===== src/rtl/muldiv_pkg.sv =====
// Shared definitions for the multi-cycle multiply/divide unit.
// The divide datapath is compiled in only when MULDIV_DIV_EN is defined.
package muldiv_pkg;

    localparam int MULDIV_WIDTH = 32;

    localparam logic [1:0] OP_MULT  = 2'b00;
    localparam logic [1:0] OP_MULTU = 2'b01;
    localparam logic [1:0] OP_DIV   = 2'b10;
    localparam logic [1:0] OP_DIVU  = 2'b11;

    typedef enum logic [1:0] {
        IDLE = 2'd0,
        CALC = 2'd1,
        DONE = 2'd2
    } muldiv_state_t;

endpackage


===== src/rtl/muldiv_signfix.sv =====
// Conditional negation of the raw magnitude result: product, or quotient/remainder.
// Sign flags arrive already qualified, so they are only ever set for signed ops.
module muldiv_signfix
    import muldiv_pkg::*;
#(
    parameter int WIDTH = MULDIV_WIDTH
) (
    input  logic               is_div_i,
    input  logic               neg_a_i,
    input  logic               neg_b_i,
    input  logic [2*WIDTH-1:0] acc_i,
    output logic [WIDTH-1:0]   hi_o,
    output logic [WIDTH-1:0]   lo_o
);

    logic               neg_res;
    logic [2*WIDTH-1:0] prod;
    logic [WIDTH-1:0]   quo;
    logic [WIDTH-1:0]   rem;

    assign neg_res = neg_a_i ^ neg_b_i;
    assign prod    = neg_res ? -acc_i : acc_i;
    assign quo     = neg_res ? -acc_i[WIDTH-1:0] : acc_i[WIDTH-1:0];
    // Remainder follows the dividend's sign.
    assign rem     = neg_a_i ? -acc_i[2*WIDTH-1:WIDTH] : acc_i[2*WIDTH-1:WIDTH];

    assign hi_o = is_div_i ? rem : prod[2*WIDTH-1:WIDTH];
    assign lo_o = is_div_i ? quo : prod[WIDTH-1:0];

endmodule


===== src/rtl/muldiv_unit.sv =====
// Multi-cycle integer multiply/divide, one bit per clock (MULDIV_DIV_EN enables divide).
//   state | meaning
//   IDLE  | waiting for start; latches op, sign flags and operand magnitudes
//   CALC  | WIDTH shift-add or restoring-divide iterations
//   DONE  | result registered, done pulsed, returns to IDLE
module muldiv_unit
    import muldiv_pkg::*;
#(
    parameter int WIDTH = MULDIV_WIDTH
) (
    input  logic             clk_i,
    input  logic             rst_n_i,
    input  logic             start_i,
    input  logic [1:0]       op_i,
    input  logic [WIDTH-1:0] a_i,
    input  logic [WIDTH-1:0] b_i,
    output logic             busy_o,
    output logic             done_o,
    output logic [WIDTH-1:0] hi_o,
    output logic [WIDTH-1:0] lo_o,
    output logic             div_zero_o
);

    localparam int CW = $clog2(WIDTH) + 1;

    muldiv_state_t      state_q;
    logic [CW-1:0]      cnt_q;
    logic [2*WIDTH-1:0] acc_q;
    logic [2*WIDTH-1:0] acc_d;
    logic [WIDTH-1:0]   mag_a_q;
    logic               neg_a_q;
    logic               neg_b_q;
    logic               busy_q;
    logic               done_q;
    logic [WIDTH-1:0]   hi_q;
    logic [WIDTH-1:0]   lo_q;
    logic               div_zero_q;

    logic               is_div_req;
    logic               is_signed_req;
    logic               neg_a_req;
    logic               neg_b_req;
    logic [WIDTH-1:0]   abs_a;
    logic [WIDTH-1:0]   abs_b;
    logic [WIDTH:0]     mul_sum;
    logic               sf_is_div;
    logic [WIDTH-1:0]   sf_hi;
    logic [WIDTH-1:0]   sf_lo;

    assign is_div_req    = (op_i == OP_DIV) || (op_i == OP_DIVU);
    assign is_signed_req = (op_i == OP_MULT) || (op_i == OP_DIV);
    assign neg_a_req     = is_signed_req & a_i[WIDTH-1];
    assign neg_b_req     = is_signed_req & b_i[WIDTH-1];
    // Most-negative input negates to itself, which is the correct unsigned magnitude.
    assign abs_a         = neg_a_req ? -a_i : a_i;
    assign abs_b         = neg_b_req ? -b_i : b_i;

    // Multiplier sits in the low half and shifts out as the product shifts in.
    assign mul_sum = {1'b0, acc_q[2*WIDTH-1:WIDTH]} + (acc_q[0] ? {1'b0, mag_a_q} : '0);

`ifdef MULDIV_DIV_EN
    logic               is_div_q;
    logic [WIDTH-1:0]   mag_b_q;
    logic [WIDTH:0]     rem_sh;
    logic [WIDTH:0]     rem_sub;
    logic               q_bit;

    // Remainder in the high half, dividend shifting out / quotient shifting in below.
    assign rem_sh  = acc_q[2*WIDTH-1:WIDTH-1];
    assign rem_sub = rem_sh - {1'b0, mag_b_q};
    assign q_bit   = ~rem_sub[WIDTH];

    always_comb begin
        acc_d = {mul_sum, acc_q[WIDTH-1:1]};
        if (is_div_q) begin
            acc_d = {(q_bit ? rem_sub[WIDTH-1:0] : rem_sh[WIDTH-1:0]), acc_q[WIDTH-2:0], q_bit};
        end
    end

    assign sf_is_div = is_div_q;
`else
    assign acc_d     = {mul_sum, acc_q[WIDTH-1:1]};
    assign sf_is_div = 1'b0;
`endif

    muldiv_signfix #(.WIDTH(WIDTH)) u_signfix (
        .is_div_i (sf_is_div),
        .neg_a_i  (neg_a_q),
        .neg_b_i  (neg_b_q),
        .acc_i    (acc_d),
        .hi_o     (sf_hi),
        .lo_o     (sf_lo)
    );

    always_ff @(posedge clk_i or negedge rst_n_i) begin
        if (!rst_n_i) begin
            state_q    <= IDLE;
            cnt_q      <= '0;
            acc_q      <= '0;
            mag_a_q    <= '0;
            neg_a_q    <= 1'b0;
            neg_b_q    <= 1'b0;
            busy_q     <= 1'b0;
            done_q     <= 1'b0;
            hi_q       <= '0;
            lo_q       <= '0;
            div_zero_q <= 1'b0;
`ifdef MULDIV_DIV_EN
            is_div_q   <= 1'b0;
            mag_b_q    <= '0;
`endif
        end else begin
            done_q <= 1'b0;
            case (state_q)
                IDLE: begin
                    if (start_i) begin
                        busy_q     <= 1'b1;
                        div_zero_q <= 1'b0;
                        cnt_q      <= '0;
                        neg_a_q    <= neg_a_req;
                        neg_b_q    <= neg_b_req;
                        if (is_div_req) begin
`ifdef MULDIV_DIV_EN
                            is_div_q <= 1'b1;
                            if (b_i == '0) begin
                                hi_q       <= a_i;
                                lo_q       <= '1;
                                div_zero_q <= 1'b1;
                                done_q     <= 1'b1;
                                state_q    <= DONE;
                            end else begin
                                mag_b_q <= abs_b;
                                acc_q   <= {{WIDTH{1'b0}}, abs_a};
                                state_q <= CALC;
                            end
`else
                            hi_q    <= '0;
                            lo_q    <= '0;
                            done_q  <= 1'b1;
                            state_q <= DONE;
`endif
                        end else begin
`ifdef MULDIV_DIV_EN
                            is_div_q <= 1'b0;
`endif
                            mag_a_q <= abs_a;
                            acc_q   <= {{WIDTH{1'b0}}, abs_b};
                            state_q <= CALC;
                        end
                    end
                end
                CALC: begin
                    acc_q <= acc_d;
                    cnt_q <= cnt_q + 1'b1;
                    // Final iteration: register the sign-corrected result on the way into DONE.
                    if (cnt_q == CW'(WIDTH - 1)) begin
                        hi_q    <= sf_hi;
                        lo_q    <= sf_lo;
                        done_q  <= 1'b1;
                        state_q <= DONE;
                    end
                end
                DONE: begin
                    busy_q  <= 1'b0;
                    state_q <= IDLE;
                end
                default: state_q <= IDLE;
            endcase
        end
    end

    assign busy_o     = busy_q;
    assign done_o     = done_q;
    assign hi_o       = hi_q;
    assign lo_o       = lo_q;
    assign div_zero_o = div_zero_q;

endmodule


===== config.mk =====
export PLATFORM = sky130hd
export DESIGN_NAME = muldiv_unit
export DESIGN_NICKNAME = d
export VERILOG_FILES = /design/src/rtl/muldiv_pkg.sv /design/src/rtl/muldiv_signfix.sv /design/src/rtl/muldiv_unit.sv
export SDC_FILE = /design/constraint.sdc
export NUM_CORES = 1
export LEC_CHECK = 0
export ABC_CLOCK_PERIOD_IN_PS = 4100
export CAP_MARGIN = 20
export CORE_MARGIN = 2
export CORE_UTILIZATION = 51
export DETAILED_ROUTE_END_ITERATION = 10
export GPL_ROUTABILITY_DRIVEN = 0
export PLACE_DENSITY = 0.88
export SLEW_MARGIN = 20
export SYNTH_ARGS = -nofsm -noshare
export SYNTH_HDL_FRONTEND = slang
export SYNTH_SLANG_ARGS = --single-unit

===== constraint.sdc =====
create_clock -name clk_i -period 4.1 [get_ports clk_i]
set_input_delay 0.82 -clock clk_i [delete_from_list [all_inputs] [get_ports clk_i]]
set_output_delay 0.82 -clock clk_i [all_outputs]
set_load 0.02 [all_outputs]

==> impl_results.md, run 1 <==
- Detailed-router iteration count before antenna repair: 9
- Effective utilization at floorplan: 0.515
- Proportion of synthesized chip area in sequential cells: 0.373
- Area share of the largest cell type after synthesis: 0.373
- Worst Hold Class: in -> async
- Count of buffers from port buffering: 134
- Worst-path maximum fanout: 7
- Maximum vdd drop: a little under 0.4 mV
- Count of warnings emitted by yosys: 0
- FF-to-FF Start: acc_q[0]
- RSZ-0062 raised after global routing: yes
- R2R setup slack: 0.04 ns
- Clock tree from TritonCTS: done
- Count of state elements after synthesis: between 150 and 200
- Number of global-route vias before repair: 10600
- Count of boundary I/O pins: ~140
- Number of cell instances on the worst register-to-register path: 14
- Per-instance average area after synthesis: around 8.3 um2
- Pin count of the biggest net entering global routing: 72
- Wire length of the first global-routing pass: 53000 um
- Total routing resource utilization after global routing: 0.273
- Fraction of layout instances using a drive strength above 1: 0.0808
- Number of vias in the routed layout: ~11000
- Utilization after layout: 0.627
- Height of the die: 155 um
- Clock insertion delay at the later pin of the skew report: 0.44 ns
- Synthesized cell area: 11600 um2
- Number of buffers added by the clock tree synthesis step: 17
- Run status: complete, no violations
- Synthesis-to-layout area growth: 21.8%
- Most frequently used flop master after synthesis: sky130_fd_sc_hd__dfrtp_1
- Maximum clock rate: 246 MHz
- Total number of H-tree levels: 4
- Via-per-instance ratio: 6.27
- Critical Path Source Type: flop
- Clock transition time at the flip-flop clock pins of the worst setup and hold paths: 0.07 ns
- Max-capacitance violation count: 0
- Total count of hold-check failures in the final report: 0
- Hpwl dp: between 20000 and 25000 um
- Antenna-violating nets left: 0
- Type of element capturing the critical path: flop
- Initial DRC count: about 1300
- Post-synthesis cell type with the largest combined area: sky130_fd_sc_hd__dfrtp_1
- Final count of pins violating max slew: 0
- Hold_buf cts: 0
- DIE WIDTH: 155 um
- Post-route DRC violation count: 0
- Worst EP arrival: roughly 4.4 ns
- Maximum root-to-sink buffer count: 2
- Remaining max-slew budget at the tightest pin: 0.358
- Grt total ovfl: 0
- TritonCTS Sinks: 172
- Number of antenna repair diodes: 0
- Number of antenna violations at the first check in global routing: 0
- Worst setup slack before clock tree synthesis: 0.0842 ns
- Gate Count Post-Synth: between 1000 and 1500
- Async SR Flop Fraction: 1.00
- Synth area leaders: sky130_fd_sc_hd__dfrtp_1, sky130_fd_sc_hd__o21ai_0, sky130_fd_sc_hd__nand2_1
- Leakage power: a little under 0.006 uW
- Number of filler cells placed in the layout: 1797
- Die area: ~24000 um2
- Commonest non-fill, non-tap cells in the layout: sky130_fd_sc_hd__nand2_1, sky130_fd_sc_hd__o21ai_0, sky130_fd_sc_hd__dfrtp_1, sky130_fd_sc_hd__clkdlybuf4s50_1, sky130_fd_sc_hd__xnor2_1
- Core Footprint: approximately 22000 um2
- Cell chosen for the clock root: sky130_fd_sc_hd__clkbuf_16
- Commonest non-fill, non-tap cell in the layout: sky130_fd_sc_hd__nand2_1
- Post-synthesis net count: 1504
- Actual transition at the worst max-transition pin: 0.963 ns
- Number of synthesized flops with an enable pin: 0
- Number of different library cells in the post-synthesis netlist: 77
- Total wire length after detailed routing: 33600 um
- Endpoint of the worst register-to-register path: hi_o[28]
- Cell Pwr Density: 726 nW/um2
- Number of rows created at floorplan: 55
- Final setup vio count: 0
- Routed length per placed instance: 18.6 um
- Post-layout minimum cycle time: 4.06 ns
- Worst Path Required: 4.40 ns
- Setup WS post-layout: about 0.036 ns
- Fin crit share: 0.991
- Critical path class: reg -> reg
- Hold Slack: around 0.34 ns
- Final net count: 1615
- Setup Skew: 0.0135 ns
## stage by stage
| step | power (uW) | cells | instance area (um2) | TNS (ns) |
|---|---|---|---|---|
| 5_1_grt | 10800 | 1807 | 14100 | -0.257 |
| 2_1_floorplan | 6400 | 1398 | 11600 | 0 |
| 3_5_place_dp | 8030 | 1767 | 13200 | 0 |
| 3_3_place_gp | 7810 | 1767 | 13200 | 0 |
| 4_1_cts | 9760 | 1799 | 13900 | 0 |
| 6_report | 10200 | 1807 | 14100 | 0 |
## metal layers
| layer | global-route usage | share of wire | routed length (um) | vias up |
|---|---|---|---|---|
| met4 | 0.0996 | 0.032 | 1070 | 0 |
| li1 | - | - | - | 5226 |
| met2 | 0.443 | 0.46 | 15600 | 628 |
| met5 | 0 | 0 | 0 | - |
| met3 | 0.0359 | 0.090 | 3020 | 105 |
| met1 | 0.376 | 0.42 | 14000 | 5379 |
## cells in the mapped netlist, types with 5 or more instances
| cell type | count |
|---|---|
| sky130_fd_sc_hd__clkbuf_1 | 75 |
| sky130_fd_sc_hd__buf_1 | 5 |
| sky130_fd_sc_hd__xnor2_1 | 88 |
| sky130_fd_sc_hd__o41ai_1 | 9 |
| sky130_fd_sc_hd__o31ai_1 | 18 |
| sky130_fd_sc_hd__xor2_1 | 54 |
| sky130_fd_sc_hd__nand2b_1 | 8 |
| sky130_fd_sc_hd__o211ai_1 | 10 |
| sky130_fd_sc_hd__and3_1 | 10 |
| sky130_fd_sc_hd__nand3_1 | 56 |
| sky130_fd_sc_hd__and4_1 | 5 |
| sky130_fd_sc_hd__or4_1 | 6 |
| sky130_fd_sc_hd__a22oi_1 | 30 |
| sky130_fd_sc_hd__a211oi_1 | 8 |
| sky130_fd_sc_hd__a21oi_1 | 86 |
| sky130_fd_sc_hd__o21ai_1 | 5 |
| sky130_fd_sc_hd__nor2_1 | 77 |
| sky130_fd_sc_hd__and2_1 | 39 |
| sky130_fd_sc_hd__nor4_1 | 22 |
| sky130_fd_sc_hd__nor3_1 | 22 |
| sky130_fd_sc_hd__nand4_1 | 7 |
| sky130_fd_sc_hd__inv_1 | 27 |
| sky130_fd_sc_hd__ha_1 | 36 |
| sky130_fd_sc_hd__o21ai_0 | 196 |
| sky130_fd_sc_hd__dfrtp_1 | 172 |
| sky130_fd_sc_hd__a31oi_1 | 11 |
| sky130_fd_sc_hd__or3_1 | 12 |
| sky130_fd_sc_hd__nand2_1 | 206 |
| sky130_fd_sc_hd__a21o_1 | 11 |
## worst max-delay path, cell delays in order (launching register included)
cell and delay (ns):
sky130_fd_sc_hd__dfrtp_1 0.44, sky130_fd_sc_hd__and2_1 0.19, sky130_fd_sc_hd__ha_2 0.19, sky130_fd_sc_hd__fa_2 0.40
sky130_fd_sc_hd__a211oi_4 0.34, sky130_fd_sc_hd__o21ai_4 0.14, sky130_fd_sc_hd__a2111oi_4 0.44, sky130_fd_sc_hd__xnor2_2 0.14
sky130_fd_sc_hd__a211o_1 0.32, sky130_fd_sc_hd__buf_6 0.15, sky130_fd_sc_hd__nor4b_4 0.29, sky130_fd_sc_hd__nand4b_1 0.20
sky130_fd_sc_hd__o41ai_2 0.39, sky130_fd_sc_hd__xor2_1 0.20, sky130_fd_sc_hd__o21ai_1 0.07
## power by group
part	leakage (uW)	switching (uW)	internal, uW
Clock	0.000292	750	926
Combinational	0.00332	3520	2320
Sequential	0.00225	505	2200
## worst max-delay path by stage
stage             start        to  slack (ns)  cells past startpoint
2_1_floorplan  acc_q[0]  hi_o[30]        0.26                     14
3_3_place_gp   acc_q[0]  hi_o[25]        0.22                     13
3_5_place_dp   acc_q[0]  hi_o[30]        0.08                     13
4_1_cts        acc_q[0]  hi_o[30]        0.04                     13
5_1_grt        acc_q[0]  hi_o[30]       -0.11                     13
6_report       acc_q[0]  hi_o[28]        0.04                     14
## area by class of cell
cell class / instances / area, um2 / area share
clock buffers: 18 / 429 / 0.0305
clock inverters: 14 / 180 / 0.0128
inverters: 27 / 101 / 0.00720
multi-input cells: 1116 / 7010 / 0.498
flip-flops and latches: 172 / 4300 / 0.306
well taps: 285 / 357 / 0.0253
repair buffers: 175 / 1690 / 0.120
## logic make-up (layout without fill, tap and decap cells)
group           after synthesis  after routing  share of synthesized area
mux                           5              5                    0.00444
other cells                   1              1                   0.000325
fa+ha+maj                    37             37                     0.0407
buf+inv                     110            234                     0.0363
flops                       172            172                      0.373
simple gates                498            498                      0.209
xor+xnor                    142            142                      0.108
compound gates              433            433                      0.229
## flip-flops by register name (all words and copies together) (netlist names)
| name | cells |
|---|---|
| acc_q | 64 |
| hi_o | 32 |
| lo_o | 32 |
| mag_a_q | 32 |
| cnt_q | 6 |
| state_q | 2 |
| busy_o | 1 |
| done_o | 1 |
| neg_a_q | 1 |
| neg_b_q | 1 |
## repair_timing
action	CTS	global route
gates resized for setup	0	32
setup endpoints to repair	0	14
buffers inserted	0	8
No activity file was read; power rests on OpenSTA's default activity.
==> inputs of run 2 (changes only) <==
--- a/config.mk
+++ b/config.mk
@@ -7,12 +7,13 @@
 export LEC_CHECK = 0
 export ABC_CLOCK_PERIOD_IN_PS = 4100
 export CAP_MARGIN = 20
+export CORE_ASPECT_RATIO = 1.25
 export CORE_MARGIN = 2
 export CORE_UTILIZATION = 51
+export CTS_CLUSTER_DIAMETER = 30
 export DETAILED_ROUTE_END_ITERATION = 10
 export GPL_ROUTABILITY_DRIVEN = 0
 export PLACE_DENSITY = 0.88
-export SLEW_MARGIN = 20
 export SYNTH_ARGS = -nofsm -noshare
 export SYNTH_HDL_FRONTEND = slang
 export SYNTH_SLANG_ARGS = --single-unit
==> run 2 against run 1 <==
  * The flow now finishes with violations (setup timing)
  * Global-route usage is 0.83 points higher
  * Critical path type unchanged
  * Maximum frequency is 2.1% lower
  * Power is 0.98% lower
  * Flip-flop and latch count stayed put
  * Critical endpoint is now hi_o[27]
  * Final area is 0.48% lower
  * Count of clock-buffer cells in the layout is 1 lower
==> impl_results.md, run 2 (same netlist as run 1, synthesis figures left out) <==
- Hold_buf cts: 0 (unchanged)
- Remaining max-slew budget at the tightest pin: 0.362 (+0.00385)
- Setup WS post-layout: -0.0497 ns (-0.0854 ns)
- Wire length of the first global-routing pass: 54300 um (+2.5%)
- Number of vias in the routed layout: 11400 (+0.94%)
- Clock insertion delay at the later pin of the skew report: 0.44 ns (about the same)
- DIE WIDTH: 139 um (-10%)
- Final net count: 1611 (-0.25%)
- Pin count of the biggest net entering global routing: 97 (+35%)
- Actual transition at the worst max-transition pin: 0.958 ns (-0.00496 ns)
- Worst setup slack before clock tree synthesis: -0.100 ns (-0.185 ns)
- Number of buffers added by the clock tree synthesis step: 17 (unchanged)
- Utilization after layout: 0.629 (+0.00113)
- Overall power: 10100 uW (-0.98%)
- Number of cell instances on the worst register-to-register path: 13 (-1)
- Final count of pins violating max slew: 0 (unchanged)
- Post-layout minimum cycle time: 4.15 ns (+0.0854 ns)
- Worst EP arrival: 4.45 ns (+0.09 ns)
- Detailed-router iteration count before antenna repair: 5 (-4)
- Fraction of layout instances using a drive strength above 1: 0.0791 (-0.00176)
- Maximum root-to-sink buffer count: 2 (unchanged)
- Clock network power share: 0.155 (-0.009)
- Cell Pwr Density: 723 nW/um2 (-0.50%)
- Number of rows created at floorplan: 61 (+11%)
- Initial DRC count: 1301 (-0.99%)
- Hpwl dp: 23800 um (-1.7%)
- Switching share of power: 0.481 (+0.0133)
- FF-to-FF Start: acc_q[0]
- Die area: 23900 um2 (about the same)
- Critical path class: reg -> reg
- Routed length per placed instance: 18.9 um (+1.5%)
- Total routing resource utilization after global routing: 0.281 (+0.00831)
- Maximum vdd drop: 0.483 mV (+22%)
- Total count of hold-check failures in the final report: 0 (unchanged)
- Final setup vio count: 2 (+2)
- Critical Path Source Type: flop
- Clock tree from TritonCTS: done
- Setup Skew: 0.0154 ns (+0.00188 ns)
- Worst Path Required: 4.40 ns (about the same)
- Cell chosen for the clock root: sky130_fd_sc_hd__clkbuf_16
- Commonest non-fill, non-tap cells in the layout: sky130_fd_sc_hd__nand2_1, sky130_fd_sc_hd__o21ai_0, sky130_fd_sc_hd__dfrtp_1, sky130_fd_sc_hd__clkdlybuf4s50_1, sky130_fd_sc_hd__xnor2_1
- Grt total ovfl: 0 (unchanged)
- Number of global-route vias before repair: 11000 (+4.0%)
- Count of boundary I/O pins: 136 (unchanged)
- Worst-path maximum fanout: 31 (+24)
- Endpoint of the worst register-to-register path: hi_o[27]
- Synthesis-to-layout area growth: 21.2%
- Antenna-violating nets left: 0 (unchanged)
- Maximum clock rate: 241 MHz (-2.1%)
- Commonest non-fill, non-tap cell in the layout: sky130_fd_sc_hd__nand2_1
- Leakage power: 0.00582 uW (-0.70%)
- Via-per-instance ratio: 6.35 (+1.3%)
- Largest register by flop count: acc_q
- Violations in the final reports: setup timing
- Total wire length after detailed routing: 34000 um (+1.1%)
- Internal cell power: 5260 uW (-3.5%)
- TritonCTS Sinks: 172 (unchanged)
- Flip-flop count of the largest register, all copies and words added: 64 (unchanged)
- Type of element capturing the critical path: flop
- R2R setup slack: -0.05 ns (-0.09 ns)
- Count of buffers from port buffering: 134 (unchanged)
- Total number of H-tree levels: 4 (unchanged)
- Post-route DRC violation count: 0 (unchanged)
- Core Footprint: 22300 um2 (-0.66%)
- Fin crit share: 1.01 (+0.0208)
- Max-capacitance violation count: 0 (unchanged)
- Effective utilization at floorplan: 0.518 (+0.00341)
- Clock transition time at the flip-flop clock pins of the worst setup and hold paths: 0.07 ns (about the same)
- Comb pwr share: 0.579 (+0.008)
- Run status: finished with violations
- Total net switching power: 4870 uW (+1.8%)
- Worst Hold Class: in -> async
- RSZ-0062 raised after global routing: yes
- Height of the die: 172 um (+12%)
- Number of antenna repair diodes: 0 (unchanged)
- Portion of total power attributed to sequential cells: 0.266 (about the same)
- Number of antenna violations at the first check in global routing: 0 (unchanged)
==> run 2: layout make-up <==
class / instances / area, um2
clock buffers: 17 / 425
clock inverters: 15 / 148
fillers: 1813 / 8280
inverters: 27 / 101
multi-input cells: 1116 / 7030
flip-flops and latches: 172 / 4300
well taps: 283 / 354
repair buffers: 171 / 1650
==> run 2: critical path, cell delays in order (launching register included) <==
cell,delay (ns)
sky130_fd_sc_hd__dfrtp_1,0.41
sky130_fd_sc_hd__buf_6,0.19
sky130_fd_sc_hd__and2_1,0.16
sky130_fd_sc_hd__ha_1,0.36
sky130_fd_sc_hd__o211ai_1,0.35
sky130_fd_sc_hd__o21ai_1,0.22
sky130_fd_sc_hd__and3_1,0.23
sky130_fd_sc_hd__o311ai_1,0.47
sky130_fd_sc_hd__nand2_1,0.33
sky130_fd_sc_hd__nor4_4,0.41
sky130_fd_sc_hd__nand4_1,0.21
sky130_fd_sc_hd__o31ai_1,0.40
sky130_fd_sc_hd__xor2_1,0.20
sky130_fd_sc_hd__o21ai_1,0.07
==> run 2: worst max-delay path by stage <==
| stage | from | endpoint | slack [ns] | cells after the start |
|---|---|---|---|---|
| 6_report | acc_q[0] | hi_o[27] | -0.05 | 13 |
| 5_1_grt | acc_q[0] | hi_o[30] | -0.17 | 13 |
| 4_1_cts | acc_q[0] | hi_o[27] | 0.04 | 13 |
| 3_5_place_dp | acc_q[0] | hi_o[27] | -0.10 | 13 |
| 3_3_place_gp | acc_q[0] | hi_o[30] | 0.18 | 13 |
| 2_1_floorplan | acc_q[0] | hi_o[30] | 0.26 | 14 |
==> run 2: routing by layer <==
layer,up-vias,global-route usage,part of all wire
met5,-,0,0
met4,0,0.148,0.058
met3,173,0.0479,0.071
met2,632,0.493,0.50
met1,5431,0.333,0.37
li1,5209,-,-
==> run 2: power groups by stage <==
| stage | clock network [uW] | registers, uW | logic, uW |
|---|---|---|---|
| 2_1_floorplan | 0 | 2610 | 3790 |
| 3_3_place_gp | 0 | 2670 | 5230 |
| 3_5_place_dp | 0 | 2700 | 5360 |
| 4_1_cts | 1580 | 2670 | 5440 |
| 5_1_grt | 1650 | 2750 | 6320 |
| 6_report | 1570 | 2700 | 5860 |
==> run 2: metrics by stage <==
| step | area [um2] | std cells | hold slack [ns] | setup TNS, ns |
|---|---|---|---|---|
| 4_1_cts | 13800 | 1797 | 0.483 | 0 |
| 3_5_place_dp | 13200 | 1765 | 0.467 | -0.100 |
| 3_3_place_gp | 13200 | 1765 | 0.460 | 0 |
| 6_report | 14000 | 1801 | 0.463 | -0.0933 |
| 2_1_floorplan | 11600 | 1398 | 0.442 | 0 |
| 5_1_grt | 14000 | 1801 | 0.500 | -0.465 |
==> run 2: timing repair <==
action,4_1_cts,5_1_grt
pin swaps,0,8
buffers inserted,0,4
setup endpoints to repair,1,12
gates resized for setup,1,32
==> inputs of run 3 (changes only) <==
--- a/config.mk
+++ b/config.mk
@@ -10,10 +10,12 @@
 export CORE_ASPECT_RATIO = 1.25
 export CORE_MARGIN = 2
 export CORE_UTILIZATION = 51
+export CTS_BUF_LIST = sky130_fd_sc_hd__clkbuf_4
 export CTS_CLUSTER_DIAMETER = 30
 export DETAILED_ROUTE_END_ITERATION = 10
 export GPL_ROUTABILITY_DRIVEN = 0
 export PLACE_DENSITY = 0.88
+export REMOVE_ABC_BUFFERS = 1
 export SYNTH_ARGS = -nofsm -noshare
 export SYNTH_HDL_FRONTEND = slang
 export SYNTH_SLANG_ARGS = --single-unit
==> run 3 against run 2 <==
  * The run now ends clean
  * Die area unchanged
  * Wire length down 3.2%
  * Combinational power down 4.4%
  * First-iteration DRC count down 27%
  * Cell count up 0.72%
  * Register-to-register slack better by 0.14 ns
  * Critical path depth unchanged
  * Via count down 2.0%
  * Hold slack worse by 0.22 ns
  * Count of clock-buffer cells in the layout up 1
  * Clock power down 29%
  * Critical path type unchanged
  * Critical endpoint is now hi_o[30]
==> impl_results.md, run 3 (same netlist as run 1, synthesis figures left out) <==
- Cell chosen for the clock root: sky130_fd_sc_hd__clkbuf_4
- Flip-flop count of the largest register, all copies and words added: 64 (unchanged)
- Number of buffers added by the clock tree synthesis step: 17 (unchanged)
- Total count of hold-check failures in the final report: 0 (unchanged)
- R2R setup slack: 0.09 ns (+0.14 ns)
- Hpwl dp: 24700 um (+3.6%)
- Via-per-instance ratio: 6.18 (-2.7%)
- Run status: complete, no violations
- Actual transition at the worst max-transition pin: 0.909 ns (-0.0482 ns)
- Max-capacitance violation count: 0 (unchanged)
- Number of cell instances on the worst register-to-register path: 13 (unchanged)
- Total number of H-tree levels: 4 (unchanged)
- Type of element capturing the critical path: flop
- DIE WIDTH: 139 um (unchanged)
- Maximum clock rate: 249 MHz (+3.5%)
- Worst Hold Class: in -> async
- Number of global-route vias before repair: 10900 (-0.97%)
- Remaining max-slew budget at the tightest pin: 0.394 (+0.0321)
- Worst EP arrival: 4.59 ns (+0.14 ns)
- Setup crit start: acc_q[0]
- Number of vias in the routed layout: 11200 (-2.0%)
- Total wire length after detailed routing: 32900 um (-3.2%)
- Critical Path Source Type: flop
- Hold_buf cts: 0 (unchanged)
- Area taken by multi-input logic gates: 6960 um2 (-1.0%)
- Count of buffers from port buffering: 134 (unchanged)
- Fraction of layout instances using a drive strength above 1: 0.0804 (+0.00134)
- Effective utilization at floorplan: 0.518 (unchanged)
- Antenna-violating nets left: 0 (unchanged)
- Storage element area: 4300 um2 (unchanged)
- Worst-path maximum fanout: 17 (-45%)
- Clock insertion delay at the later pin of the skew report: 0.65 ns (+0.21 ns)
- FF-to-FF Start: acc_q[0]
- Synthesis-to-layout area growth: 19.1%
- RSZ-0062 raised after global routing: yes
- Utilization after layout: 0.617 (-0.0112)
- Final net count: 1623 (+0.74%)
- Placement Cell Area: 13300 um2 (+0.57%)
- Die area: 23900 um2 (unchanged)
- Clock transition time at the flip-flop clock pins of the worst setup and hold paths: 0.16 ns (+0.09 ns)
- Critical path class: reg -> reg
- Routed length per placed instance: 18.1 um (-3.9%)
- Hold Slack: 0.239 ns (-0.224 ns)
- Count of boundary I/O pins: 136 (unchanged)
- Initial DRC count: 950 (-27%)
- Height of the die: 172 um (unchanged)
- Clock network power share: 0.119 (-0.036)
- Post-Route Setup TNS: 0 ns (+0.0933 ns)
- Worst Path Required: 4.68 ns (+0.28 ns)
- Grt total ovfl: 0 (unchanged)
- Detailed-router iteration count before antenna repair: 6 (+1)
- Number of antenna violations at the first check in global routing: 1 (+1)
- Number of rows created at floorplan: 61 (unchanged)
- Cell Pwr Density: 681 nW/um2 (-5.8%)
- Wire length of the first global-routing pass: 52700 um (-3.0%)
- Core Footprint: 22300 um2 (unchanged)
- Post-route DRC violation count: 0 (unchanged)
- Clock tree from TritonCTS: done
- Final setup vio count: 0 (-2)
- Commonest non-fill, non-tap cell in the layout: sky130_fd_sc_hd__nand2_1
- Leakage power: 0.00576 uW (-0.96%)
- Post-layout minimum cycle time: 4.01 ns (-0.141 ns)
- Total routing resource utilization after global routing: 0.273 (-0.00836)
- Switching share of power: 0.481 (+0.000949)
- Setup Skew: 0.0226 ns (+0.00719 ns)
- Comb pwr share: 0.598 (+0.019)
- Maximum vdd drop: 0.420 mV (-13%)
- Portion of total power attributed to sequential cells: 0.284 (+0.018)
- Number of filler cells placed in the layout: 1838 (+1.4%)
- Critical path destination: hi_o[30]
- Endpoint of the worst register-to-register path: hi_o[30]
- Pin count of the biggest net entering global routing: 102 (+5.2%)
- TritonCTS Sinks: 172 (unchanged)
- Internal cell power: 4860 uW (-7.7%)
- Total net switching power: 4510 uW (-7.3%)
- Fin crit share: 0.978 (-0.0345)
- Maximum root-to-sink buffer count: 2 (unchanged)
- Final count of pins violating max slew: 0 (unchanged)
- Final non-filler cell area: 13800 um2 (-1.8%)
- Commonest non-fill, non-tap cells in the layout: sky130_fd_sc_hd__nand2_1, sky130_fd_sc_hd__o21ai_0, sky130_fd_sc_hd__dfrtp_1, sky130_fd_sc_hd__clkdlybuf4s50_1
- Largest register by flop count: acc_q
run 3: cell types whose count changed in the layout (fill, tap and decap cells not counted), sizes merged:
cell / delta
clkinvlp: -1
clkbuf: +1
bufinv: +3
buf: +12
inv: -3
diode: +1
run 3: power groups by stage:
stage / Clock (uW) / Sequential (uW) / Combinational [uW]
global route: 1190 / 2730 / 6100
CTS: 1110 / 2650 / 5360
floorplan: 0 / 2650 / 3660
finish: 1110 / 2660 / 5600
detailed placement: 0 / 2680 / 5320
global placement: 0 / 2650 / 5170
run 3: how the worst min path moves through the flow:
stage                      from           to  slack [ns]  depth (start not counted)
floorplan           mag_a_q[29]  mag_a_q[29]        0.44                          2
global placement    mag_a_q[29]  mag_a_q[29]        0.46                          2
detailed placement  mag_a_q[24]  mag_a_q[24]        0.46                          2
CTS                     rst_n_i     lo_o[27]        0.29                          1
global route            rst_n_i      hi_o[2]        0.31                          1
finish                  rst_n_i     lo_o[27]        0.24                          1
run 3: worst max-delay path: stages, from the launching register on:
cell and delay, ns:
sky130_fd_sc_hd__dfrtp_1 0.41, sky130_fd_sc_hd__buf_4 0.18, sky130_fd_sc_hd__and2_1 0.18, sky130_fd_sc_hd__fa_2 0.40, sky130_fd_sc_hd__a211oi_4 0.33, sky130_fd_sc_hd__o21ai_4 0.15, sky130_fd_sc_hd__a2111oi_4 0.46, sky130_fd_sc_hd__xnor2_2 0.14
sky130_fd_sc_hd__a211o_1 0.33, sky130_fd_sc_hd__or4b_1 0.57, sky130_fd_sc_hd__nor4_2 0.31, sky130_fd_sc_hd__a41oi_1 0.18, sky130_fd_sc_hd__xor2_1 0.19, sky130_fd_sc_hd__o21ai_1 0.12
run 3: metal layers:
metal | wire (um) | vias up | global-route usage
met5 | 0 | - | 0
met4 | 1960 | 0 | 0.170
met3 | 2320 | 168 | 0.0546
met2 | 16400 | 528 | 0.481
met1 | 12200 | 5276 | 0.305
li1 | - | 5239 | -
run 3: stage by stage:
| step | worst slack, ns | total power [uW] | instances |
|---|---|---|---|
| floorplan | 0.131 | 6310 | 1315 |
| global placement | 0.119 | 7810 | 1778 |
| detailed placement | 0.00355 | 7990 | 1778 |
| CTS | 0.0118 | 9120 | 1810 |
| global route | -0.0511 | 10000 | 1814 |
| finish | 0.0916 | 9360 | 1814 |
run 3: final cells by class:
cell class | instances | area share
Sequential cell | 172 | 0.313
Clock buffer | 18 | 0.00982
Tap cell | 283 | 0.0257
Antenna cell | 1 | 0.000182
Timing Repair Buffer | 183 | 0.125
Clock inverter | 14 | 0.0133
Multi-Input combinational cell | 1116 | 0.506
Inverter | 27 | 0.00737
run 3: what timing repair did:
action / 4_1_cts / 5_1_grt
gates resized for setup: 1 / 17
pin swaps: 0 / 4
buffers inserted: 0 / 2
setup endpoints to repair: 1 / 9
